<file path="config.mk">
export PLATFORM = sky130hd
export DESIGN_NAME = mps_intl_latch
export DESIGN_NICKNAME = d
export VERILOG_FILES = /design/src/rtl/mps_intl_pkg.sv /design/src/rtl/mps_di_debounce.sv /design/src/rtl/mps_intl_latch.sv
export SDC_FILE = /design/constraint.sdc
export NUM_CORES = 1
export LEC_CHECK = 0
export ABC_AREA = 1
export CAP_MARGIN = 30
export CELL_PAD_IN_SITES_DETAIL_PLACEMENT = 0
export CELL_PAD_IN_SITES_GLOBAL_PLACEMENT = 2
export CORE_MARGIN = 4
export CORE_UTILIZATION = 33
export CTS_CLUSTER_DIAMETER = 80
export DETAILED_ROUTE_END_ITERATION = 7
export PLACE_DENSITY = 0.79
export SYNTH_ARGS = -nofsm -noshare
export SYNTH_HDL_FRONTEND = slang
export SYNTH_SLANG_ARGS = --single-unit
</file>
<file path="constraint.sdc">
create_clock -name i_clk -period 2.6 [get_ports i_clk]
set_input_delay 0.26 -clock i_clk [delete_from_list [all_inputs] [get_ports i_clk]]
set_output_delay 0.26 -clock i_clk [all_outputs]
set_load 0.05 [all_outputs]
</file>
<file path="src/rtl/mps_intl_pkg.sv">
// Shared types and constants for the MPS interlock latch: state encoding,
// source index map and small constant helpers.
package mps_intl_pkg;

  typedef enum logic [1:0] {
    ST_NORMAL = 2'd0,
    ST_TRIP   = 2'd1,
    ST_CLEAR  = 2'd2
  } intl_state_e;

  localparam int ANA_BASE = 0;
  localparam int ANA_N    = 18;
  localparam int DI_BASE  = 18;
  localparam int DI_N     = 6;
  localparam int PWM_BASE = 24;
  localparam int PWM_N    = 4;
  localparam int OC_IDX   = 28;
  localparam int SRC_N    = 29;

  localparam logic [15:0] DI_MASK_DEFAULT = 16'h01F1;

  // Bit position of the k-th set bit of the DI mask, counting from bit 0.
  function automatic int di_bit_pos(input logic [15:0] mask, input int k);
    int n;
    int pos;
    n   = 0;
    pos = 0;
    for (int i = 0; i < 16; i++) begin
      if (mask[i]) begin
        if (n == k) pos = i;
        n++;
      end
    end
    return pos;
  endfunction

  // Lowest set index of a source vector; simultaneous sources resolve low.
  function automatic logic [4:0] lowest_index(input logic [SRC_N-1:0] v);
    logic [4:0] idx;
    idx = '0;
    for (int i = SRC_N - 1; i >= 0; i--) begin
      if (v[i]) idx = 5'(i);
    end
    return idx;
  endfunction

endpackage

</file>
<file path="src/rtl/mps_di_debounce.sv">
// One external digital interlock input: 2-FF synchronizer followed by a
// saturating debounce counter. A zero debounce length behaves as one.
module mps_di_debounce #(
  parameter int DEB_W = 16
) (
  input  logic             clk,
  input  logic             rst_n,
  input  logic             clr,
  input  logic             din,
  input  logic [DEB_W-1:0] deb_len,
  output logic             qual
);

  logic             sync1;
  logic             sync2;
  logic [DEB_W-1:0] cnt;
  logic [DEB_W-1:0] len_eff;

  assign len_eff = (deb_len == '0) ? DEB_W'(1) : deb_len;

  always_ff @(posedge clk) begin
    if (!rst_n) begin
      sync1 <= 1'b0;
      sync2 <= 1'b0;
      cnt   <= '0;
    end else begin
      sync1 <= din;
      sync2 <= sync1;
      if (clr || !sync2) begin
        cnt <= '0;
      end else if (cnt < len_eff) begin
        cnt <= cnt + DEB_W'(1);
      end else begin
        // Also pulls the count back if the length was lowered mid-count.
        cnt <= len_eff;
      end
    end
  end

  assign qual = (cnt == len_eff);

endmodule

</file>
<file path="src/rtl/mps_intl_latch.sv">
// Interlock latch: qualifies analog/DI/pwm/OC sources, latches them in TRIP
// until a clean clear. First-fault capture is built only with MPS_INTL_FIRST_FAULT_EN.
module mps_intl_latch
  import mps_intl_pkg::*;
#(
  parameter logic [15:0] DI_MASK = DI_MASK_DEFAULT,
  parameter int          DEB_W   = 16
) (
  input  logic                 i_clk,
  input  logic                 i_rst,
  input  logic [ANA_N-1:0]     i_analog_intl,
  input  logic [15:0]          i_ext_di,
  input  logic [PWM_N-1:0]     i_pwm_fault,
  input  logic                 i_intl_OC,
  input  logic                 i_intl_clr,
  input  logic [DEB_W-1:0]     i_deb_len,
  output logic                 o_intl_flag,
  output logic [SRC_N-1:0]     o_intl_status,
  output logic [4:0]           o_first_fault,
  output logic                 o_first_valid,
  output logic                 o_clr_reject,
  output logic [1:0]           o_state
);

  intl_state_e      state;
  logic [DI_N-1:0]  di_qual;
  logic [SRC_N-1:0] qual;
  logic             deb_clr;
  logic             unused_di;

  assign deb_clr   = (state == ST_CLEAR);
  assign unused_di = ^(i_ext_di & ~DI_MASK);

  // Masked DI bits are packed densely into status[23:18] in ascending order.
  for (genvar k = 0; k < DI_N; k++) begin : g_di
    localparam int BIT = di_bit_pos(DI_MASK, k);
    mps_di_debounce #(
      .DEB_W (DEB_W)
    ) u_deb (
      .clk     (i_clk),
      .rst_n   (i_rst),
      .clr     (deb_clr),
      .din     (i_ext_di[BIT]),
      .deb_len (i_deb_len),
      .qual    (di_qual[k])
    );
  end

  assign qual = {i_intl_OC, i_pwm_fault, di_qual, i_analog_intl};

  always_ff @(posedge i_clk) begin
    if (!i_rst) begin
      state         <= ST_NORMAL;
      o_intl_flag   <= 1'b0;
      o_intl_status <= '0;
      o_clr_reject  <= 1'b0;
    end else begin
      o_clr_reject <= 1'b0;
      case (state)
        ST_NORMAL: begin
          if (|qual) begin
            state         <= ST_TRIP;
            o_intl_flag   <= 1'b1;
            o_intl_status <= o_intl_status | qual;
          end
        end
        ST_TRIP: begin
          o_intl_status <= o_intl_status | qual;
          if (i_intl_clr) begin
            if (|qual) begin
              o_clr_reject <= 1'b1;
            end else begin
              state <= ST_CLEAR;
            end
          end
        end
        ST_CLEAR: begin
          // Sources seen in this cycle are dropped and re-detected from NORMAL.
          state         <= ST_NORMAL;
          o_intl_flag   <= 1'b0;
          o_intl_status <= '0;
        end
        default: begin
          state       <= ST_NORMAL;
          o_intl_flag <= 1'b0;
        end
      endcase
    end
  end

`ifdef MPS_INTL_FIRST_FAULT_EN
  always_ff @(posedge i_clk) begin
    if (!i_rst) begin
      o_first_fault <= '0;
      o_first_valid <= 1'b0;
    end else if (state == ST_CLEAR) begin
      o_first_fault <= '0;
      o_first_valid <= 1'b0;
    end else if (state == ST_NORMAL && (|qual)) begin
      o_first_fault <= lowest_index(qual);
      o_first_valid <= 1'b1;
    end
  end
`else
  assign o_first_fault = '0;
  assign o_first_valid = 1'b0;
`endif

  assign o_state = state;

endmodule
</file>
==> flow_metrics.py, run 1 <==
metrics = {
    "synth": {
        "async_flop_share_pct": 0,
        "yosysMostFrequentCell": "nor2_1",
        "yosysUniqueCellTypes": 36,
        "synth_edf_count": 0,
        "netlist_area_sq_mm": 0.00920,
        "synth_commonest_cells": "nor2_1 (252), nand2_1 (214), dfxtp_1 (141)",
        "synth.top_cell.area_share_pct": 30.7,
        "ys_top_cells_by_area": "dfxtp_1 (31%), ha_1 (14%), nor2_1 (10%)",
        "syn_avg_cell_area_sq_um": 7.04,
        "syn_inst": 1306,
        "ys_seq_area_share_pct": 30.7,
        "synth_area_leader_cell": "dfxtp_1",
        "ys_ff_latch": 141,
        "synth-main-ff-cell": "dfxtp_1",
        "yosys_warnings": 0,
    },
    "cts": {
        "cts_hold_buf": 0,
        "clockBufferDepth": 2,
        "cts_tree": "yes",
        "htree_levels": 4,
        "cts_made_buffers": 17,
        "cts.clk_slew.worst_paths_ns": 0.07,
        "cts_root_buf": "clkbuf_16",
        "clock_latency_ns": 0.43,
        "clkSinkCount": 141,
    },
    "timing": {
        "slew_viol_final": 0,
        "timing.final.crit_share_pct": 90.5,
        "min_period_ns": 2.35,
        "fmax_mhz": 425,
        "setup-tns-final_ns": 0,
        "skew_ns": 0.0140,
        "hold_ws_ns": 0.318,
        "max_slew_margin_pct": 63.2,
        "rsz0062_at_grt": "false",
        "setup_viol": 0,
        "final_hold_viol_count": 0,
        "tightest_slew_ns": 0.551,
    },
    "die": {
        "ios": 97,
        "fp.dieW_microns": 175,
        "std_cell_rows": 60,
        "start_util_pct": 33.8,
        "die_y_microns": 175,
        "coreArea_sq_mm": 0.0272,
        "die_area_sq_mm": 0.0306,
    },
    "layout": {
        "syn2layout_area_growth_pct": 27.7,
        "finalNonFillerCells": 1862,
        "finish.utilization_pct": 43.2,
        "fill_cells": 2927,
        "num_antenna_cells": 0,
        "layout-drive-gt1-share_pct": 12.8,
        "fin_nets": 1637,
    },
    "place": {
        "numPortBuffers": 80,
        "hpwl_mm": 21.8,
        "place.gp.congestion": 0.831,
        "dp_cells": 1821,
    },
    "setup_path": {
        "critPathArrivalTime_ns": 2.70,
        "r2r_end": "o_intl_status[28]",
        "crit_required_ns": 2.95,
        "reg2reg_slack_ns": 0.54,
        "path_depth": 14,
        "path_buf_inv": 5,
        "critical_path_class": "primary input to flip-flop",
        "endpoint_kind": "flip-flop",
        "path_max_fanout": 7,
        "ff2ff_path_depth": 12,
        "crit_path_start_kind": "primary input",
        "critical-path-slowest-cell": "clkdlybuf4s50_1",
        "slowest_delay_ns": 0.47,
        "r2r-start": "g_di[5].u_deb.cnt[13]",
        "cp-startpoint": "i_deb_len[12]",
        "crit_family": "buffers and inverters",
        "critical_path.cell_chain": "clkdlybuf4s50_1, inv_1, buf_4, buf_4, ha_1, nand4_1, nor2_1, nand2_1, nand2_1, nor2_4, nand3_4, clkbuf_16, nand3_2, a21oi_2",
        "endpoint": "o_intl_status[18]",
    },
    "detailed_routing": {
        "drt_wl_total_mm": 29.2,
        "post_drt_wl_per_cell_microns": 15.7,
        "dr.first_iter.drc_count": 586,
        "drtAntennaViolNets": 0,
        "drt_first_pass_iters": 5,
        "drc": 0,
        "via_per_inst": 4.65,
        "vias": 8657,
    },
    "grt": {
        "antenna_found_initial": 0,
        "grt_first_pass_wirelength_mm": 45.9,
        "grt_overflow_total": 0,
        "grt_max_degree": 30,
        "grt_pass1_vias": 8388,
        "grtUsageTotal_pct": 18.9,
    },
    "power": {
        "cellLeakagePower_nw": 5.41,
        "vdd_drop_max_mv": 0.344,
        "power.total_mw": 5.32,
        "power-per-cell-area_mw_per_mm2": 453,
    },
    "run": {
        "maxCapViolations": 0,
    },
    "outcome": {
        "status": "completed",
    },
    "min_path": {
        "hp-class": "primary input to flip-flop",
    },
}
==> per-layer routing <==
layer	track usage, %	wire length (microns)
met1	24.9	14000
met2	32.7	14200
met4	3.63	293
met3	3.20	710
met5	0	0
==> per-stage QoR <==
step                      worst slack, ns  cell area (sq um)
after floorplan                     0.182               9210
final                               0.247              11700
after global placement             -0.318              11000
after global routing               0.0372              11700
after detailed placement           -0.368              11000
after CTS                          0.0723              11600
==> registers in the layout, indices dropped and copies added, names as in the netlist <==
register and flops:
g_di.u_deb.cnt 96, g_di.u_deb.sync2 6, g_di.u_deb.sync1 6, o_state 2, o_intl_status 29, o_clr_reject 1
o_intl_flag 1
==> kinds of logic (layout without fill, tap and decap cells) <==
| kind of cell | Yosys count | after routing | synth area share (%) |
|---|---|---|---|
| buffers and inverters | 188 | 367 | 8.40 |
| and+or+nand+nor | 626 | 626 | 29.7 |
| other | 1 | 6 | 0.0408 |
| DFF | 141 | 141 | 30.7 |
| adders and majority gates | 102 | 102 | 13.9 |
| xor gates and xnor gates | 77 | 77 | 7.33 |
| AOI/OAI and AO/OA | 171 | 171 | 9.93 |
==> repair_timing <==
action                     4_1_cts  5_1_grt
resized for setup                0       13
setup endpoints to repair        0      107
buffers inserted                 0        6
hold endpoints to repair         0        0
==> report_power, final <==
group / internal [mW] / leakage, nW / switching (mW)
Sequential: 2.20 / 1.15 / 0.0204
Combinational: 0.246 / 3.99 / 0.389
Clock: 1.35 / 0.276 / 1.12
==> how the worst min path moves through the flow <==
stage / startpoint / endpoint / cells past startpoint
after floorplan: i_ext_di[0] / g_di[0].u_deb.sync1 / 2
after global placement: g_di[3].u_deb.sync1 / g_di[3].u_deb.sync2 / 2
after detailed placement: g_di[3].u_deb.sync1 / g_di[3].u_deb.sync2 / 2
after CTS: i_ext_di[5] / g_di[2].u_deb.sync1 / 3
after global routing: i_deb_len[4] / g_di[1].u_deb.cnt[4] / 4
final: i_deb_len[4] / g_di[5].u_deb.cnt[4] / 4
==> worst register-to-register path, stage by stage, from the launching register on <==
cell       delay [ns]
dfxtp_1          0.43
ha_1             0.28
nand4_1          0.13
nor2_1           0.07
buf_4            0.14
nand2_1          0.09
nand2_1          0.06
nor2_1           0.11
buf_4            0.14
nand3_4          0.14
clkbuf_16        0.21
nand3_1          0.07
a21oi_1          0.06
==> cells in the final DEF, fill, tap and decap left out, drive strengths merged, types with 2 or more instances in the layout <==
cell and instances:
o21bai 2, nor2 258, nor3 26, clkdlybuf4s50 76, buf 103, nand3 80, dlymetal6s2s 4, o21a 2
clkinvlp 4, xnor2 27, conb 6, xor2 50, inv 156, a21oi 100, nand3b 4, clkbuf 19
nand2 217, clkinv 4, dfxtp 141, nand4 39, o21ai 64, ha 102
==> area by class of cell <==
type / instances / area, sq um / share of cell area [%]
Multi-Input combinational cell: 982 / 5660 / 48.2
Clock inverter: 15 / 150 / 1.28
Tap cell: 372 / 465 / 3.96
Clock buffer: 17 / 425 / 3.62
Timing Repair Buffer: 185 / 1650 / 14.1
Inverter: 150 / 569 / 4.85
Sequential cell: 141 / 2820 / 24.0
(Power assumes the default switching activity.)
==> inputs of run 2 (changes only) <==
- CORE_ASPECT_RATIO: default -> 1.2
- SYNTH_HIERARCHICAL: default -> 1
==> run 2 against run 1 <==
- via count grew 25%
- die area grew 12%
- total power grew 6.4%
- maximum frequency shrank 4.1%
- design area grew 22%
- sequential share of layout area shrank 4.4 points
- utilization grew 3.6 points
==> flow_metrics.py, run 2 <==
metrics = {
    "outcome": {
        "status": "completed",
    },
    "synth": {
        "synth.top_cell.area_share_pct": 27.2,
        "synth_area_leader_cell": "dfxtp_1",
        "async_flop_share_pct": 0,
        "ys_seq_area_share_pct": 27.2,
        "synth_commonest_cells": "nand2_1 (388), inv_1 (241), nor2_1 (166)",
        "yosys_warnings": 6,
        "synth-main-ff-cell": "dfxtp_1",
        "ys_top_cells_by_area": "dfxtp_1 (27%), nand2_1 (14%), ha_1 (12%)",
        "syn_inst": 1569,
        "yosysMostFrequentCell": "nand2_1",
        "ys_ff_latch": 141,
        "netlist_area_sq_mm": 0.0104,
        "yosysUniqueCellTypes": 33,
        "syn_avg_cell_area_sq_um": 6.61,
        "synth_edf_count": 0,
    },
    "cts": {
        "cts.clk_slew.worst_paths_ns": 0.07,
        "cts_hold_buf": 0,
        "cts_tree": "yes",
        "clockBufferDepth": 2,
        "cts_root_buf": "clkbuf_16",
        "clkSinkCount": 141,
        "cts_made_buffers": 17,
        "htree_levels": 4,
        "clock_latency_ns": 0.44,
    },
    "setup_path": {
        "crit_path_start_kind": "primary input",
        "critPathArrivalTime_ns": 2.81,
        "ff2ff_path_depth": 17,
        "r2r-start": "g_di[3].u_deb/cnt[12]",
        "crit_required_ns": 2.96,
        "r2r_end": "o_intl_status[12]",
        "crit_family": "simple AND/OR/NAND/NOR gates",
        "critical-path-slowest-cell": "dlymetal6s2s_1",
        "path_depth": 20,
        "endpoint_kind": "flip-flop",
        "endpoint": "o_intl_status[12]",
        "slowest_delay_ns": 0.31,
        "critical_path_class": "primary input to flip-flop",
        "critical_path.cell_chain": "dlymetal6s2s_1, buf_12, inv_1, ha_1, nand2_2, nor2_4, nand4_2, inv_2, nand3_1, nor4_2, buf_4, inv_1, nand2_1, nor2_1, nand2_1, nor2_4, nand3_4, buf_6, nand3_1, a21oi_1",
        "path_max_fanout": 6,
        "reg2reg_slack_ns": 0.19,
        "path_buf_inv": 7,
        "cp-startpoint": "i_deb_len[12]",
    },
    "detailed_routing": {
        "post_drt_wl_per_cell_microns": 16.0,
        "drt_wl_total_mm": 36.2,
        "dr.first_iter.drc_count": 663,
        "vias": 10800,
        "drc": 0,
        "drt_first_pass_iters": 5,
        "via_per_inst": 4.77,
        "drtAntennaViolNets": 0,
    },
    "grt": {
        "grt_use_met3_pct": 4.89,
        "grtUsageTotal_pct": 19.5,
        "met1_usage_pct": 25.7,
        "grt_overflow_total": 0,
        "antenna_found_initial": 1,
        "grt_first_pass_wirelength_mm": 54.0,
        "grt_max_degree": 20,
        "grt_pass1_vias": 10300,
        "grtUsageMet2_pct": 32.0,
        "busiest_layer": "met2",
    },
    "timing": {
        "setup_viol": 0,
        "min_period_ns": 2.45,
        "skew_ns": 0.0118,
        "final_hold_viol_count": 0,
        "tightest_slew_ns": 0.922,
        "fmax_mhz": 407,
        "hold_ws_ns": 0.284,
        "slew_viol_final": 0,
        "postLayoutSetupSlackWorst_ns": 0.145,
        "timing.final.crit_share_pct": 94.4,
        "rsz0062_at_grt": "false",
        "max_slew_margin_pct": 38.5,
    },
    "place": {
        "hpwl_mm": 24.9,
        "dp_cells": 2201,
        "place.gp.congestion": 0.819,
        "place_ws_ns": -0.512,
        "numPortBuffers": 80,
    },
    "run": {
        "maxCapViolations": 0,
    },
    "power": {
        "internal_power_mw": 4.05,
        "p_seq_share_pct": 39.3,
        "power-per-cell-area_mw_per_mm2": 394,
        "power_frac_comb_pct": 16.3,
        "cellLeakagePower_nw": 7.08,
        "p_clk_share_pct": 44.4,
        "vdd_drop_max_mv": 0.317,
        "power.total_mw": 5.66,
        "net-switching-power_mw": 1.61,
        "sw_frac_of_total_pct": 28.4,
    },
    "die": {
        "std_cell_rows": 70,
        "die_area_sq_mm": 0.0344,
        "fp.dieW_microns": 170,
        "coreArea_sq_mm": 0.0307,
        "die_y_microns": 202,
        "start_util_pct": 33.8,
        "ios": 97,
    },
    "layout": {
        "largest_reg_flops": 96,
        "finalNonFillerCells": 2266,
        "syn2layout_area_growth_pct": 38.6,
        "fill_cells": 3157,
        "layout-drive-gt1-share_pct": 17.4,
        "fin_nets": 2016,
        "final_common_cell": "nand2_1",
        "top_register": "g_di.u_deb/cnt",
        "top_regs": "g_di.u_deb/cnt x96, o_intl_status x29",
        "mostFrequentLayoutCells": "nand2_1 (384), inv_1 (240), buf_4 (173)",
    },
    "min_path": {
        "hp-class": "primary input to flip-flop",
    },
}
[run 2: cell types whose count changed in the layout (fill, tap and decap cells not counted), moves of 32 or more]
cell     change
nand2_1    +170
nor2_1      -86
a21oi_1     +32
o21ai_0     -48
buf_4       +72
inv_1      +103
nand3_1     +96
[run 2: worst min path at each step]
| stage | slack [ns] | end | start | cells after the start |
|---|---|---|---|---|
| finish | 0.28 | g_di[0].u_deb/cnt[6] | i_deb_len[6] | 4 |
| global route | 0.29 | g_di[0].u_deb/cnt[6] | i_deb_len[6] | 4 |
| CTS | 0.33 | g_di[0].u_deb/sync1 | i_ext_di[0] | 3 |
| detailed placement | 0.40 | g_di[5].u_deb/sync2 | g_di[5].u_deb/sync1 | 2 |
| global placement | 0.39 | g_di[3].u_deb/sync2 | g_di[3].u_deb/sync1 | 2 |
| floorplan | 0.35 | g_di[0].u_deb/sync1 | i_rst | 2 |
[run 2: cell type report]
class	instances	area [sq um]	area share (%)
antenna	1	2.50	0.0174
clock buffer	17	425	2.96
clock inverter	15	159	1.10
inverter	251	942	6.55
multi-input combinational	1149	6540	45.5
sequential	141	2830	19.6
tap	396	495	3.45
timing repair buffer	296	2990	20.8
[run 2: power groups by stage]
stage / sequential (mW) / combinational (mW) / clock [mW]
finish: 2.22 / 0.924 / 2.51
global route: 2.23 / 0.999 / 2.67
CTS: 2.22 / 0.823 / 2.59
detailed placement: 2.27 / 0.817 / 0
global placement: 2.27 / 0.811 / 0
floorplan: 2.37 / 0.239 / 0
[run 2: timing repair]
action                                  CTS  global route
endpoints found under the setup margin   29            31
setup buffers                             0            20
gates cloned                              0            12
resized for setup                         5            53
pin swaps                                 0            13
[run 2: cell families (layout without fill, tap and decap cells)]
| family | Yosys count | count (layout) | share of synthesized area [%] |
|---|---|---|---|
| AOI/OAI and AO/OA | 155 | 155 | 8.29 |
| adders and majority gates | 102 | 102 | 12.3 |
| xor gates and xnor gates | 46 | 46 | 3.88 |
| DFF | 141 | 141 | 27.2 |
| buffers and inverters | 284 | 579 | 11.6 |
| and+or+nand+nor | 840 | 840 | 36.7 |
| other | 1 | 7 | 0.0361 |
[run 2: routing by layer]
layer / vias up / share of wire (%)
li1: 5631 / -
met1: 4939 / 47
met2: 219 / 47
met3: 26 / 5.2
met4: 2 / 1.3
met5: - / 0.022
[run 2: metrics by stage]
step	setup TNS, ns	instance area, sq um	util, %
5_1_grt	0	14400	46.8
3_3_place_gp	-18.67	13100	42.6
3_5_place_dp	-19.13	13100	42.6
4_1_cts	0	13700	44.6
2_1_floorplan	0	10400	-
6_report	0	14400	46.8
[run 2: tightest hold or removal path: cells and delay by family]
kind,cells,cell delay [ns]
buf+inv,2,0.30
compound gates,1,0.05
simple gates,1,0.08
==> inputs of run 3 (changes only) <==
- CTS_CLUSTER_SIZE: default -> 28
==> results of run 3 <==
The final DEF is identical to that of run 2; final timing and power are the same.
